$ cat src/rtl/mux_arb_defs_pkg.sv
// Shared encodings and default widths for the round-robin mux controller.
package mux_arb_defs;

   typedef enum logic {
      VACIO = 1'b0,
      LLENO = 1'b1
   } estado_t;

   localparam logic CANAL0 = 1'b0;
   localparam logic CANAL1 = 1'b1;

   localparam int DEF_DATA_WIDTH = 2;
   localparam int DEF_CNT_WIDTH  = 8;

endpackage

$ cat src/rtl/arbitro_rr_2.sv
// Two-way round-robin arbiter: combinational grant plus the priority pointer,
// which moves only when a grant is actually used.
module arbitro_rr_2
   import mux_arb_defs::*;
(
   input  logic clk,
   input  logic reset,
   input  logic valid_in0,
   input  logic valid_in1,
   input  logic can_load,
   input  logic xfer,
   output logic grant_valid,
   output logic grant_idx
);

   logic prio;

   always_ff @(posedge clk) begin
      if (reset)
         prio <= CANAL0;
      else if (xfer)
         prio <= ~grant_idx;
   end

   always_comb begin
      grant_idx = CANAL0;
      if (valid_in0 && valid_in1)
         grant_idx = prio;
      else if (valid_in1)
         grant_idx = CANAL1;
   end

   assign grant_valid = can_load & (valid_in0 | valid_in1);

endmodule

$ cat src/rtl/mux_arbitro_rr.sv
// Round-robin front end for the registered 2x1 mux. Optional per-channel
// saturating grant counters are built when MUX_ARB_CONTADORES_EN is defined.
module mux_arbitro_rr
   import mux_arb_defs::*;
#(
   parameter int DATA_WIDTH = DEF_DATA_WIDTH,
   parameter int CNT_WIDTH  = DEF_CNT_WIDTH
) (
   input  logic                  clk,
   input  logic                  reset,
   input  logic                  valid_in0,
   input  logic [DATA_WIDTH-1:0] data_in0,
   output logic                  ready_in0,
   input  logic                  valid_in1,
   input  logic [DATA_WIDTH-1:0] data_in1,
   output logic                  ready_in1,
   output logic                  valid_out,
   output logic [DATA_WIDTH-1:0] data_out,
   input  logic                  ready_out,
`ifdef MUX_ARB_CONTADORES_EN
   output logic                  selector_out,
   output logic [CNT_WIDTH-1:0]  grant_cnt0,
   output logic [CNT_WIDTH-1:0]  grant_cnt1
`else
   output logic                  selector_out
`endif
);

   estado_t               state, state_nxt;
   logic                  can_load, grant_valid, grant_idx, xfer;
   logic [DATA_WIDTH-1:0] mux_out;

   // Reset gates can_load so nothing is accepted in a reset cycle.
   assign can_load = ~reset & ((state == VACIO) | ready_out);

   arbitro_rr_2 u_arb (
      .clk         (clk),
      .reset       (reset),
      .valid_in0   (valid_in0),
      .valid_in1   (valid_in1),
      .can_load    (can_load),
      .xfer        (xfer),
      .grant_valid (grant_valid),
      .grant_idx   (grant_idx)
   );

   assign ready_in0 = grant_valid & (grant_idx == CANAL0);
   assign ready_in1 = grant_valid & (grant_idx == CANAL1);
   assign xfer      = grant_valid;

   assign mux_out = (grant_idx == CANAL1) ? data_in1 : data_in0;

   always_ff @(posedge clk) begin
      if (reset)
         state <= VACIO;
      else
         state <= state_nxt;
   end

   always_comb begin
      state_nxt = state;
      if (can_load)
         state_nxt = xfer ? LLENO : VACIO;
   end

   always_comb begin
      valid_out = (state == LLENO);
   end

   always_ff @(posedge clk) begin
      if (reset) begin
         data_out     <= '0;
         selector_out <= CANAL0;
      end else if (xfer) begin
         data_out     <= mux_out;
         selector_out <= grant_idx;
      end
   end

`ifdef MUX_ARB_CONTADORES_EN
   always_ff @(posedge clk) begin
      if (reset) begin
         grant_cnt0 <= '0;
         grant_cnt1 <= '0;
      end else begin
         if (ready_in0 && grant_cnt0 != '1)
            grant_cnt0 <= grant_cnt0 + 1'b1;
         if (ready_in1 && grant_cnt1 != '1)
            grant_cnt1 <= grant_cnt1 + 1'b1;
      end
   end
`endif

endmodule

$ cat config.mk
export PLATFORM = sky130hd
export DESIGN_NAME = mux_arbitro_rr
export DESIGN_NICKNAME = d
export VERILOG_FILES = /design/src/rtl/mux_arb_defs_pkg.sv /design/src/rtl/arbitro_rr_2.sv /design/src/rtl/mux_arbitro_rr.sv
export SDC_FILE = /design/constraint.sdc
export NUM_CORES = 1
export LEC_CHECK = 0
export BUFFER_PORTS_ARGS = -buffer_cell sky130_fd_sc_hd__buf_4
export CAP_MARGIN = 15
export CORE_AREA = 2 2 39 41
export DETAILED_ROUTE_END_ITERATION = 8
export DIE_AREA = 0 0 41 43
export PLACE_DENSITY = 0.54
export SLEW_MARGIN = 10
export SYNTH_ARGS = -nofsm -noshare
export SYNTH_HDL_FRONTEND = slang
export SYNTH_SLANG_ARGS = --single-unit
$ cat constraint.sdc
create_clock -name clk -period 1.8 [get_ports clk]
set_clock_uncertainty 0.05 [all_clocks]
set_input_delay 0.45 -clock clk [delete_from_list [all_inputs] [get_ports clk]]
set_output_delay 0.45 -clock clk [all_outputs]
set_load 0.03 [all_outputs]
==> flow_summary.yaml <==
cells_and_area:
  area_delta_synth_final_pct: 59.3
  num_antenna_cells: 0
  fillers: 166
  drive_gt1_share_pct: 46.9
  fin_nets: 59
global_route:
  grt.total_usage_pct: 8.33
  grt_pass1_vias: 230
  grt_pass1_wl_um: 903
  grt_max_degree: 8
  grt_overflow: 0
  antenna_found_initial: 0
worst_setup_path:
  path_depth: 4
  reg2regPathDepth: 3
  cpMaxStageDelayCell: "and3_2"
  cpPeakStageDelay_ns: 0.24
  crit_buf_inv: 2
  worstPathRequired_ns: 1.30
  crit_arrival_ns: 1.17
  r2r-start: "valid_out"
  worstSetupStartpoint: "ready_out"
  cp_common_cell: "buf_4"
  crit_chain: "buf_4, nand2b_1, and3_2, buf_4"
  cp_max_fo: 5
  crit_type: "input pin to output pin"
  endpoint_kind: "output pin"
  cp-start-kind: "input pin"
  cp_top_family: "simple AND/OR/NAND/NOR gates"
timing:
  setup_ws_ns: 0.125
  fmax_mhz: 597
  finalSetupViolCount: 0
  grt_setup_unrepaired: "no"
  tns_ns: 0
  tightest_slew_ns: 0.217
  relSlewSlack_pct: 85.5
  slew_violations: 0
  fin_crit_ns: 1.67
  period_share_pct: 93.0
  hold_viol: 0
die:
  core_mm2: 0.00138
  start_util_pct: 18.9
  die_y_um: 43
  die_w_um: 41
  placementRows: 14
  die_area_mm2: 0.00176
  design.portCount: 15
cts:
  clk_latency_ns: 0.25
  cts_buffers: 3
  clockRootBuffer: "clkbuf_4"
  clk_pin_slew_worst_paths_ns: 0.05
  cts_buffer_depth: 2
  cts_resized: 0
  cts_setup_buffers: 0
  cts_sinks: 5
  cts_tree: "yes"
  cts_hold_buf: 0
  htree_levels: 1
logic_synthesis:
  synthFlopType: "dfxtp_1"
  synthMostInstantiatedCell: "inv_1"
  async_flop_share_pct: 0
  syn-num-nets: 39
  synth_warnings: 0
  yosys.area.top_type: "dfxtp_1"
  synth_top_area_share_pct: 38.3
  ys_seq_area_share_pct: 38.3
  syn_area_um2: 262
  postSynthCellCount: 30
  ys_seq_elements: 5
  synth-edff-count: 0
  yosys-top-cells-count: "inv_1 (6), dfxtp_1 (5), a21oi_1 (3)"
  synth_area_leaders: "dfxtp_1 (38%), inv_1 (8.6%), o221ai_1 (6.7%), a21oi_1 (5.7%), nand4b_2 (5.7%)"
  synth_area_per_cell_um2: 8.72
  synth_cell_types: 16
drt:
  dr.pass1.iters: 4
  drcViolationCount: 0
  vias: 269
  wl_per_cell_um: 9.00
  final_antenna_net_count: 0
  vias_per_cell: 4.14
  drt_iter0_drc: 3
  wirelength_um: 585
power_and_ir_drop:
  powerDensity_mw_per_mm2: 826
  ir_drop_v: 0.000417
  p_leak_uw: 0.000209
hold_path:
  hp-start: "reset"
  hold_path_depth: 2
  hold_class: "input pin to flop"
status:
  outcome: "completed"
place:
  post-dp-hpwl_um: 471
  io_buffers: 14
  place_ws_ns: 0.121
  gp_congestion: 0.768
job:
  max-cap-violations: 0
[through the flow]
stage / hold WS, ns / power, µW / instances / util [%] / instance area (µm²)
2_1_floorplan: 0.428 / 174 / 30 / - / 262
3_3_place_gp: 0.418 / 213 / 61 / 28.2 / 390
3_5_place_dp: 0.416 / 213 / 61 / 28.2 / 390
4_1_cts: 0.348 / 349 / 65 / 30.1 / 417
5_1_grt: 0.353 / 364 / 65 / 30.1 / 417
6_report: 0.351 / 344 / 65 / 30.1 / 417
[layout make-up]
class | instances | area, µm² | share of cell area, %
Multi-Input combinational cell | 18 | 128 | 30.6
Clock buffer | 4 | 26.3 | 6.31
Sequential cell | 5 | 100 | 24.0
Tap cell | 16 | 20.0 | 4.80
Timing Repair Buffer | 16 | 120 | 28.8
Inverter | 6 | 22.5 | 5.41
[state kept, by name (all words and copies together), names as in the netlist]
name,flops
selector_out,1
valid_out,1
data_out,2
u_arb.prio,1
[report_power, final]
group	internal, µW	total (µW)	switching (µW)
logic	39.7	83.9	44.3
clock network	84.1	134	50.1
registers	120	126	5.41
[metal layers]
layer  vias to the layer above  GRT usage [%]  wire length [µm]
li1                        144              -                 -
met1                       112           9.65               282
met4                         0           4.00                 0
met5                         -              0                 0
met3                         0           7.85                60
met2                        13           10.0               242
[logic make-up after synthesis]
logic type / synth area share (%)
AOI/OAI and AO/OA: 23.9
buffers and inverters: 12.9
DFF: 38.3
and+or+nand+nor: 24.9
[path summary, 6_finish.rpt]
check | end | slack [ns]
worst max register to register | u_arb.prio | 0.75
worst min register to register | selector_out | 0.42
worst max-delay path | ready_in0 | 0.13
worst min-delay path | valid_out | 0.35
[placed cells by master (no fill, tap or decap)]
cell       n
clkbuf_1   1
a311oi_1   1
dfxtp_1    5
nand2b_1   2
a21oi_1    3
nand3_1    1
buf_4     16
nor2_1     1
nand4_1    2
and3_2     1
o21bai_1   1
a21oi_2    1
o221ai_1   2
and2b_2    1
o21ai_0    1
nand4b_2   1
clkbuf_4   3
inv_1      6
Power figures use the tool's default switching activity.
